## src/rtl/bus_arbiter_mux_pkg.sv

```systemverilog
// Shared widths, constants and state type for the shared-bus arbiter/mux.
// Build-wide bus widths can be overridden by defining BUS_ADDR / BUS_DATA.
`ifndef BUS_ADDR
`define BUS_ADDR 32
`endif
`ifndef BUS_DATA
`define BUS_DATA 32
`endif

package bus_arbiter_mux_pkg;

  localparam int unsigned BUS_ADDR_W = `BUS_ADDR;
  localparam int unsigned BUS_DATA_W = `BUS_DATA;

  localparam logic                  EN        = 1'b1;
  localparam logic                  DIS_EN    = 1'b0;
  localparam logic [BUS_DATA_W-1:0] ZERO_WORD = '0;

  typedef enum logic {
    IDLE = 1'b0,
    OWN  = 1'b1
  } arb_state_e;

  // Index width that stays legal when there is only one master.
  function automatic int unsigned ptr_w(input int unsigned n);
    return (n > 1) ? $clog2(n) : 1;
  endfunction

endpackage

```

## src/rtl/bus_arbiter_mux_rr_pick.sv

```systemverilog
// Combinational round-robin picker: lowest asserted request strictly above
// last_i wins, wrapping to the lowest asserted request overall.
module bus_arbiter_mux_rr_pick #(
  parameter int unsigned NUM_M = 4,
  parameter int unsigned PTR_W = 2
) (
  input  logic [NUM_M-1:0] req_i,
  input  logic [PTR_W-1:0] last_i,
  output logic [NUM_M-1:0] gnt_o,
  output logic             vld_o
);

  logic [NUM_M-1:0] above;
  logic [NUM_M-1:0] masked;
  logic [NUM_M-1:0] pool;

  always_comb begin
    above  = ~({NUM_M{1'b1}} >> (NUM_M - 1 - 32'(last_i)));
    masked = req_i & above;
    pool   = (|masked) ? masked : req_i;
    // x & -x isolates the lowest set bit
    gnt_o  = pool & (~pool + NUM_M'(1));
    vld_o  = |req_i;
  end

endmodule

```

## src/rtl/bus_arbiter_mux.sv

```systemverilog
// N-master shared-bus front end: registered round-robin grant held for the
// whole ownership period, plus an AND-OR mux from the owner to the slave.
module bus_arbiter_mux
  import bus_arbiter_mux_pkg::*;
#(
  parameter int unsigned NUM_M  = 4,
  parameter int unsigned ADDR_W = BUS_ADDR_W,
  parameter int unsigned DATA_W = BUS_DATA_W
) (
  input  logic                        clk,
  input  logic                        rst_n,
  input  logic [NUM_M-1:0]            m_req_i,
  input  logic [NUM_M*ADDR_W-1:0]     m_addr_i,
  input  logic [NUM_M*DATA_W-1:0]     m_wr_data_i,
  input  logic [NUM_M-1:0]            m_we_i,
  input  logic [NUM_M*(DATA_W/8)-1:0] m_sel_i,
  input  logic [NUM_M-1:0]            m_as_i,
  output logic [NUM_M-1:0]            m_grant_o,
  output logic [NUM_M-1:0]            m_rdy_o,
  output logic [DATA_W-1:0]           m_rd_data_o,
  output logic [ADDR_W-1:0]           s_addr_o,
  output logic [DATA_W-1:0]           s_wr_data_o,
  output logic                        s_we_o,
  output logic [DATA_W/8-1:0]         s_sel_o,
  output logic                        s_as_o,
  input  logic [DATA_W-1:0]           s_rd_data_i,
  input  logic                        s_rdy_i
);

  localparam int unsigned SEL_W = DATA_W / 8;
  localparam int unsigned PTR_W = ptr_w(NUM_M);

  arb_state_e       state_q, state_d;
  logic [NUM_M-1:0] grant_q, grant_d;
  logic [PTR_W-1:0] last_q, last_d;
  logic [PTR_W-1:0] owner_idx, pick_last;
  logic [NUM_M-1:0] pick_gnt;
  logic             pick_vld;
  logic             owner_req;

  always_ff @(posedge clk or negedge rst_n) begin
    if (!rst_n) begin
      state_q <= IDLE;
      grant_q <= '0;
      last_q  <= PTR_W'(NUM_M - 1);
    end else begin
      state_q <= state_d;
      grant_q <= grant_d;
      last_q  <= last_d;
    end
  end

  always_comb begin
    owner_idx = '0;
    for (int unsigned i = 0; i < NUM_M; i++)
      owner_idx |= grant_q[i] ? PTR_W'(i) : '0;
  end

  assign owner_req = |(m_req_i & grant_q);
  // On release the pointer must already reflect the outgoing owner.
  assign pick_last = (state_q == OWN) ? owner_idx : last_q;

  bus_arbiter_mux_rr_pick #(
    .NUM_M (NUM_M),
    .PTR_W (PTR_W)
  ) u_pick (
    .req_i  (m_req_i),
    .last_i (pick_last),
    .gnt_o  (pick_gnt),
    .vld_o  (pick_vld)
  );

  always_comb begin
    state_d = state_q;
    grant_d = grant_q;
    last_d  = last_q;
    unique case (state_q)
      IDLE: begin
        if (pick_vld) begin
          state_d = OWN;
          grant_d = pick_gnt;
        end
      end
      OWN: begin
        if (!owner_req) begin
          last_d = owner_idx;
          if (pick_vld) begin
            grant_d = pick_gnt;
          end else begin
            grant_d = '0;
            state_d = IDLE;
          end
        end
      end
      default: begin
        state_d = IDLE;
        grant_d = '0;
      end
    endcase
  end

  always_comb begin
    s_addr_o    = '0;
    s_wr_data_o = '0;
    s_we_o      = DIS_EN;
    s_sel_o     = '0;
    s_as_o      = DIS_EN;
    for (int unsigned i = 0; i < NUM_M; i++) begin
      s_addr_o    |= {ADDR_W{grant_q[i]}} & m_addr_i[i*ADDR_W +: ADDR_W];
      s_wr_data_o |= {DATA_W{grant_q[i]}} & m_wr_data_i[i*DATA_W +: DATA_W];
      s_sel_o     |= {SEL_W{grant_q[i]}} & m_sel_i[i*SEL_W +: SEL_W];
      s_we_o      |= grant_q[i] & m_we_i[i];
      s_as_o      |= grant_q[i] & m_as_i[i];
    end
    m_grant_o   = grant_q;
    m_rdy_o     = {NUM_M{s_rdy_i}} & grant_q;
    m_rd_data_o = (|grant_q) ? s_rd_data_i : DATA_W'(ZERO_WORD);
  end

endmodule

```

## config.mk

```make
export PLATFORM = sky130hd
export DESIGN_NAME = bus_arbiter_mux
export DESIGN_NICKNAME = d
export VERILOG_FILES = /design/src/rtl/bus_arbiter_mux_pkg.sv /design/src/rtl/bus_arbiter_mux_rr_pick.sv /design/src/rtl/bus_arbiter_mux.sv
export SDC_FILE = /design/constraint.sdc
export NUM_CORES = 1
export LEC_CHECK = 0
export ABC_AREA = 1
export BUFFER_PORTS_ARGS = -buffer_cell sky130_fd_sc_hd__buf_2
export CORE_AREA = 2 2 168 170
export DETAILED_ROUTE_END_ITERATION = 6
export DIE_AREA = 0 0 170 172
export PLACE_DENSITY = 0.39
export SLEW_MARGIN = 20
export SYNTH_ARGS = -nofsm -noshare
export SYNTH_HDL_FRONTEND = slang
export SYNTH_HIERARCHICAL = 1
export SYNTH_SLANG_ARGS = --single-unit
```

## constraint.sdc

```tcl
create_clock -name clk -period 5.2 [get_ports clk]
set_clock_uncertainty 0.1 [all_clocks]
set_input_delay 0.26 -clock clk [delete_from_list [all_inputs] [get_ports clk]]
set_output_delay 0.26 -clock clk [all_outputs]
set_load 0.02 [all_outputs]
```

==> summary.md, run 1 <==
## STA
• **portion of the clock cycle consumed by the worst path in the final layout** 0.501
• **final hold slack** 0.313 ns
• **count of endpoints failing setup in the final report** 0
• **relative slew slack** 0.357
• **post-route minimum period** 2.60 ns
• **worst slew pin tran** 0.964 ns
• **upper clock frequency limit** 0.384 GHz
• **worst-case setup margin in the final layout** 2.60 ns
• **RSZ-0062 raised after global routing** no
• **count of final hold-check violations** 0
• **Max Transition Viols Final** 0
• **final sum of negative setup slack** 0 ns

## Finish
• **number of inserted diodes** 0
• **fraction of final layout cells sized beyond drive strength 1** 0.483
• **layout overhead on the synthesized area** 99.7%
• **most frequent standard cell in the layout excluding fill and tap cells** sky130_fd_sc_hd__buf_2
• **highest-count cells in the layout ignoring fill and taps** sky130_fd_sc_hd__buf_2 (428), sky130_fd_sc_hd__nand2_1 (314), sky130_fd_sc_hd__nand4_1 (71)
• **layout net count** 1255

## Floorplanning
• **number of primary I/O pins** 429
• **effective utilization at floorplan** 0.0906
• **width of the chip** 170 um
• **area of the core** 27500 um2
• **die height** 172 um
• **Cell Rows** 61
• **die area** 29200 um2

## Global route
• **global-route wire length before repair** 24.2 mm
• **maximum number of pins on one net before global-route repair** 75
• **Total GRT Usage** 0.106
• **antenna violations before repair** 1
• **via count of the first global-routing pass** 4405
• **GRT Residual Overflow** 0

## Pwr
• **standby leakage power** 2.97 nW
• **power density cells** 471 nW/um2
• **maximum ir drop on the vdd rail** 0.142 mV

## Synth
• **share of Yosys cell area claimed by the top area cell type** 0.473
• **multiplexer area fraction after synthesis** 0
• **mean instance size in the synthesized netlist** 4.68 um2
• **total number of yosys warnings** 6
• **ranking of synthesized cells by area** sky130_fd_sc_hd__nand2_1 (47%), sky130_fd_sc_hd__nand4_1 (18%), sky130_fd_sc_hd__inv_1 (7.2%)
• **largest family of logic cells by synthesized area** simple AND/OR/NAND/NOR gates
• **arithmetic-cell share of the synthesized area counting full adders, half adders and majority gates** 0
• **synth unique cells** 20
• **fraction of the yosys area taken by sequential cells** 0.0714
• **synthesized-area fraction occupied by and/or/nand/nor cells** 0.750
• **total of flip-flops plus latches after synthesis** 7
• **Synth Area in Compound Gates** 0.0136
• **fraction of synthesized cell area in xor and xnor cells** 0
• **Cells after Synth** 532
• **cell taking the most area after synthesis** sky130_fd_sc_hd__nand2_1
• **Post-Syn Nets** 851
• **post-synthesis instance area** 2490 um2

## Clock tree
• **Post-CTS Resized** 0
• **Max clock buf depth** 2
• **# H-tree levels** 1
• **Worst-Skew Late Latency** 0.23 ns
• **clock-pin slew on the worst setup and hold paths** 0.04 ns
• **number of buffers added to fix hold violations after cts** 1
• **Clock Sinks** 7
• **CTS root buffer** sky130_fd_sc_hd__clkbuf_16
• **post-CTS setup buffer count** 0
• **clock buffer count from CTS** 3
• **CTS tree** yes

## Detailed routing
• **Total Wirelength** 17.8 mm
• **via count** 4888
• **count of TritonRoute iterations in the first routing pass** 6
• **post-route DRC violation count** 0
• **average wire per cell in the routed design** 13.9 um
• **antenna viol nets, final** 0
• **Iter 0 DRT Violations** 185
• **per-cell via count in the routed design** 3.82

## Min path
• **path class of the lowest-slack min-delay path** input port to async pin

## Setup path
• **sort of element at the start of the critical path** register
• **kind of capture point of the worst setup path** primary output
• **buffers plus inverters on the worst setup path** 2
• **Slowest-stage cell, CP** sky130_fd_sc_hd__dfrtp_2
• **Top Family by Delay on Critical Path** flip-flops
• **WP data required** 4.84 ns
• **Crit Path Class** register to primary output
• **max incr delay on CP** 0.99 ns
• **signal arrival time at the worst endpoint** 2.24 ns
• **CP Max Fanout** 43
• **list of cells traversed by the critical path** buf_4 > nand2_1 > nand4_1 > buf_2

## Run
• **reported max-cap violation count** 0

## Placed design
• **routability-driven placement congestion ratio** 0.765
• **worst slack after detailed placement** 2.66 ns
• **estimated wirelength of the detail-placed design** 14.5 mm
• **input/output buffers** 428

## Run status
• **outcome** finished clean

==> synth_stat cells (all sizes together) <==
cell and count:
nor2 38, nand3 6, dfrtp 5, nand2 318
nand4 72, nor3 1, inv 49, dfstp 2
o21ai 6, buf 35
==> worst paths after layout <==
| kind | from | to | slack, ns | depth (start not counted) |
|---|---|---|---|---|
| worst max-delay path | m_grant_o[2] | s_wr_data_o[14] | 2.60 | 4 |
| worst min-delay path | rst_n | state_q | 0.31 | 2 |
| worst max register to register | m_grant_o[3] | m_grant_o[2] | 2.80 | 13 |
| worst min register to register | last_q[0] | last_q[0] | 0.37 | 2 |
| max in group asynchronous | rst_n | last_q[0] | 4.45 | 2 |
| min in group clk | last_q[0] | last_q[0] | 0.37 | 2 |
==> layout make-up <==
type	instances	area, um2
Tap cell	346	433
Timing Repair Buffer	434	2190
Clock buffer	4	78.8
Inverter	49	184
Fill cell	3273	22500
Multi-Input combinational cell	441	1900
Sequential cell	7	183
==> metrics by stage <==
step / power (mW) / util / std cells / instance area [um2]
after CTS: 2.38 / 0.181 / 1280 / 4960
after detailed placement: 2.23 / 0.177 / 1275 / 4870
after global routing: 2.55 / 0.181 / 1281 / 4970
after floorplan: 1.48 / - / 532 / 2490
final: 2.34 / 0.181 / 1281 / 4970
after global placement: 2.25 / 0.177 / 1275 / 4870
==> where the power goes <==
| group | internal (mW) | total (mW) | switching, mW | leakage [nW] |
|---|---|---|---|---|
| combinational | 0.653 | 2.00 | 1.35 | 2.85 |
| clock | 0.102 | 0.132 | 0.0302 | 0.0382 |
| sequential | 0.0791 | 0.208 | 0.129 | 0.0769 |
| total | 0.834 | 2.34 | 1.51 | 2.97 |
==> registers in the layout (all words and copies together) (netlist names) <==
| name | flops |
|---|---|
| m_grant_o | 4 |
| last_q | 2 |
| state_q | 1 |
==> metal layers <==
metal / track usage / share of wire
met5: 0 / 0.00062
met4: 0.0219 / 0.019
met3: 0.0192 / 0.071
met2: 0.195 / 0.50
met1: 0.129 / 0.41
==> logic make-up (layout without fill, tap and decap cells) <==
group | count (synthesis) | count (layout)
simple gates | 435 | 435
buf+inv | 84 | 487
compound gates | 6 | 6
flops | 7 | 7
Power figures use the tool's default switching activity.
==> run 2: changes to the inputs <==
Settings changed: CORE_AREA 2 2 168 170 to 2 2 169 171, DIE_AREA 0 0 170 172 to 0 0 171 173, PLACE_DENSITY 0.39 to 0.38.
Clock period 5.2 ns to 2.4 ns, I/O delays scaled along.
==> summary.md, run 2 (synthesis results as in run 1) <==
## Run status
• **outcome** finished clean

## Placed design
• **routability-driven placement congestion ratio** 0.878
• **input/output buffers** 428
• **post-place instance area** 4970 um2
• **estimated wirelength of the detail-placed design** 14.8 mm

## STA
• **relative slew slack** 0.540
• **worst slew pin tran** 0.690 ns
• **Max Transition Viols Final** 0
• **count of final hold-check violations** 0
• **RSZ-0062 raised after global routing** no
• **final sum of negative setup slack** 0 ns
• **count of endpoints failing setup in the final report** 0
• **upper clock frequency limit** 0.514 GHz
• **portion of the clock cycle consumed by the worst path in the final layout** 0.811
• **post-route minimum period** 1.95 ns

## Finish
• **post-route standard cell area excluding fillers** 5060 um2
• **number of inserted diodes** 0
• **layout overhead on the synthesized area** 103%
• **number of filler instances in the final layout** 3289
• **most frequent standard cell in the layout excluding fill and tap cells** sky130_fd_sc_hd__buf_2
• **flip-flop count of the largest register, all copies and words added** 4
• **fraction of final layout cells sized beyond drive strength 1** 0.485
• **layout net count** 1258
• **highest-count cells in the layout ignoring fill and taps** sky130_fd_sc_hd__buf_2 (428), sky130_fd_sc_hd__nand2_1 (314), sky130_fd_sc_hd__nand4_1 (71)

## Run
• **reported max-cap violation count** 0

## Global route
• **via count of the first global-routing pass** 4955
• **maximum number of pins on one net before global-route repair** 75
• **Total GRT Usage** 0.112
• **global-route wire length before repair** 25.9 mm
• **GRT Residual Overflow** 0
• **antenna violations before repair** 1

## Setup path
• **Top Family by Delay on Critical Path** buffers and inverters
• **max incr delay on CP** 0.49 ns
• **buffers plus inverters on the worst setup path** 2
• **CP Max Fanout** 51
• **signal arrival time at the worst endpoint** 1.73 ns
• **kind of capture point of the worst setup path** primary output
• **sort of element at the start of the critical path** register
• **Slowest-stage cell, CP** sky130_fd_sc_hd__buf_4
• **Crit Path Class** register to primary output
• **WP data required** 2.18 ns
• **list of cells traversed by the critical path** buf_4 > nand2_1 > nand4_1 > buf_2

## Detailed routing
• **Iter 0 DRT Violations** 207
• **average wire per cell in the routed design** 13.7 um
• **count of TritonRoute iterations in the first routing pass** 4
• **per-cell via count in the routed design** 3.70
• **post-route DRC violation count** 0
• **via count** 4867
• **Total Wirelength** 18.1 mm
• **antenna viol nets, final** 0

## Floorplanning
• **die area** 29600 um2
• **number of primary I/O pins** 429
• **effective utilization at floorplan** 0.0901
• **Cell Rows** 61
• **die height** 173 um
• **area of the core** 27600 um2
• **width of the chip** 171 um

## Clock tree
• **CTS tree** yes
• **Post-CTS Resized** 0
• **Worst-Skew Late Latency** 0.23 ns
• **# H-tree levels** 1
• **clock buffer count from CTS** 3
• **CTS root buffer** sky130_fd_sc_hd__clkbuf_16
• **Max clock buf depth** 2
• **Clock Sinks** 7
• **clock-pin slew on the worst setup and hold paths** 0.04 ns

## Pwr
• **power density cells** 1010 nW/um2
• **standby leakage power** 2.99 nW
• **maximum ir drop on the vdd rail** 0.395 mV

## Min path
• **path class of the lowest-slack min-delay path** input port to async pin

## run 2: metal layers
layer	share of wire	vias to the layer above	global-route usage
li1	-	2482	-
met4	0.016	2	0.0194
met2	0.54	236	0.232
met1	0.37	2131	0.117
met5	0.00072	-	0
met3	0.071	16	0.0172
## run 2: what timing repair did
item,in CTS,in global routing
hold buffers,1,0
setup buffers,0,0
hold endpoints to repair,7,0
## run 2: power by group
part,internal (mW),switching (mW)
Clock,0.221,0.0658
Sequential,0.177,0.0919
Combinational,1.45,3.12
Total,1.85,3.28
## run 2: per-stage QoR
step	instances	hold slack, ns	power, mW	util	setup slack [ns]
2_1_floorplan	532	-0.276	3.21	-	0.549
4_1_cts	1316	0.181	5.24	0.183	0.388
6_report	1316	0.174	5.13	0.183	0.453
5_1_grt	1316	0.190	5.60	0.183	0.353
3_5_place_dp	1311	-0.128	4.93	0.180	0.634
3_3_place_gp	1311	-0.124	4.97	0.180	0.649
## run 2: layout make-up
cell class              count  area [um2]  area share
flip-flops and latches      7         183      0.0361
clock buffers               4        78.8      0.0156
multi-input cells         441        1900       0.376
repair buffers            437        2240       0.442
well taps                 378         473      0.0935
inverters                  49         184      0.0364
## run 2: worst paths after layout
path	depth (start not counted)	slack [ns]	to	start
setup / recovery	4	0.45	s_wr_data_o[12]	m_grant_o[2]
hold / removal	2	0.17	state_q	rst_n
setup reg to reg	11	0.67	m_grant_o[2]	state_q
hold reg to reg	2	0.38	last_q[0]	last_q[0]
max in group asynchronous	2	1.79	last_q[1]	rst_n
min in group clk	7	0.24	m_grant_o[3]	m_req_i[3]
==> run 3: changes to the inputs <==
Clock period 2.4 ns to 1.9 ns, I/O delays scaled along.
==> summary.md, run 3 (synthesis results as in run 1) <==
## Global route
• **global-route wire length before repair** 24.7 mm
• **GRT Residual Overflow** 0
• **Total GRT Usage** 0.107
• **via count of the first global-routing pass** 4615
• **antenna violations before repair** 0
• **maximum number of pins on one net before global-route repair** 55

## Setup path
• **list of cells traversed by the critical path** buf_12 > buf_4 > nand2_1 > nand4_1 > buf_2
• **Top Family by Delay on Critical Path** buffers and inverters
• **kind of capture point of the worst setup path** primary output
• **Crit Reg-Reg Endpoint** m_grant_o[2]
• **setup slack, reg-to-reg** 0.20 ns
• **sort of element at the start of the critical path** register
• **Slowest-stage cell, CP** sky130_fd_sc_hd__dfrtp_2
• **beginning of the worst register-to-register path** m_grant_o[1]
• **signal arrival time at the worst endpoint** 1.56 ns
• **capturing element of the worst setup path** s_addr_o[6]
• **Crit path depth** 5
• **launch point of the critical path** m_grant_o[1]
• **CP Max Fanout** 45
• **buffers plus inverters on the worst setup path** 3
• **max incr delay on CP** 0.37 ns
• **WP data required** 1.70 ns
• **Crit Path Class** register to primary output
• **FF-to-FF path depth** 13

## Finish
• **highest-count cells in the layout ignoring fill and taps** sky130_fd_sc_hd__buf_2 (428), sky130_fd_sc_hd__nand2_1 (314), sky130_fd_sc_hd__nand4_1 (71)
• **layout net count** 1263
• **number of filler instances in the final layout** 3283
• **layout overhead on the synthesized area** 106%
• **number of inserted diodes** 0
• **fraction of final layout cells sized beyond drive strength 1** 0.488
• **non-filler instance count after layout** 1321
• **most frequent standard cell in the layout excluding fill and tap cells** sky130_fd_sc_hd__buf_2
• **flip-flop count of the largest register, all copies and words added** 4

## STA
• **portion of the clock cycle consumed by the worst path in the final layout** 0.923
• **worst slew pin tran** 0.469 ns
• **RSZ-0062 raised after global routing** no
• **upper clock frequency limit** 0.570 GHz
• **post-route minimum period** 1.75 ns
• **final hold slack** 0.158 ns
• **final sum of negative setup slack** 0 ns
• **count of final hold-check violations** 0
• **relative slew slack** 0.687
• **Max Transition Viols Final** 0
• **count of endpoints failing setup in the final report** 0

## Detailed routing
• **Iter 0 DRT Violations** 225
• **count of TritonRoute iterations in the first routing pass** 4
• **antenna viol nets, final** 0
• **via count** 4890
• **post-route DRC violation count** 0
• **per-cell via count in the routed design** 3.70
• **Total Wirelength** 17.6 mm
• **average wire per cell in the routed design** 13.3 um

## Placed design
• **post-placement cell count** 1316
• **estimated wirelength of the detail-placed design** 14.5 mm
• **input/output buffers** 428
• **routability-driven placement congestion ratio** 0.839

## Pwr
• **total power draw** 6.67 mW
• **power density cells** 1300 nW/um2
• **standby leakage power** 3.03 nW
• **maximum ir drop on the vdd rail** 0.349 mV

## Clock tree
• **# H-tree levels** 1
• **Worst-Skew Late Latency** 0.23 ns
• **Max clock buf depth** 2
• **post-CTS setup buffer count** 0
• **Clock Sinks** 7
• **clock-pin slew on the worst setup and hold paths** 0.04 ns
• **clock buffer count from CTS** 3
• **CTS tree** yes
• **CTS root buffer** sky130_fd_sc_hd__clkbuf_16

## Min path
• **path class of the lowest-slack min-delay path** input port to async pin

## Floorplanning
• **effective utilization at floorplan** 0.0901
• **area of the core** 27600 um2
• **die area** 29600 um2
• **number of primary I/O pins** 429
• **width of the chip** 171 um
• **Cell Rows** 61
• **die height** 173 um

## Run
• **reported max-cap violation count** 0

## Run status
• **outcome** finished clean

==> run 3: changes by cell type in the layout (fill, tap and decap cells not counted), sizes merged <==
cell,change
buf,+5
==> run 3: routing by layer <==
layer / track usage / vias up / wire length, um
met2: 0.217 / 239 / 9440
met1: 0.117 / 2146 / 6800
met4: 0.00918 / 0 / 89
li1: - / 2497 / -
met3: 0.0165 / 8 / 1300
met5: 0 / - / 0
==> run 3: layout make-up <==
cell class	count	area, um2	share of cell area
Clock buffer	4	78.8	0.0154
Inverter	49	184	0.0358
Timing Repair Buffer	442	2320	0.451
Multi-Input combinational cell	441	1900	0.370
Sequential cell	7	183	0.0356
Tap cell	378	473	0.0921
==> run 3: worst min path at each step <==
stage	start	endpoint	slack [ns]	depth (start not counted)
after global routing	rst_n	state_q	0.18	2
after floorplan	rst_n	m_grant_o[0]	-0.30	0
after global placement	rst_n	state_q	-0.15	1
final	rst_n	state_q	0.16	2
after detailed placement	rst_n	state_q	-0.15	1
after CTS	rst_n	state_q	0.16	2
==> run 3: power by group <==
part / leakage, nW / internal, mW / switching, mW
logic: 2.91 / 1.97 / 4.04
registers: 0.0769 / 0.224 / 0.0687
clock network: 0.0382 / 0.280 / 0.0848
==> run 3: timing repair <==
item / CTS / global route
hold buffers: 1 / 0
endpoints found under the setup margin: 0 / 11
endpoints found under the hold margin: 7 / 0
resized for setup: 0 / 2
==> run 3: stage by stage <==
| stage | cell area [um2] | utilization | setup slack (ns) |
|---|---|---|---|
| after floorplan | 2490 | - | 0.0492 |
| after global placement | 5040 | 0.183 | 0.207 |
| after detailed placement | 5040 | 0.183 | 0.185 |
| after CTS | 5130 | 0.186 | 0.0279 |
| after global routing | 5130 | 0.186 | 0.00839 |
| final | 5130 | 0.186 | 0.146 |
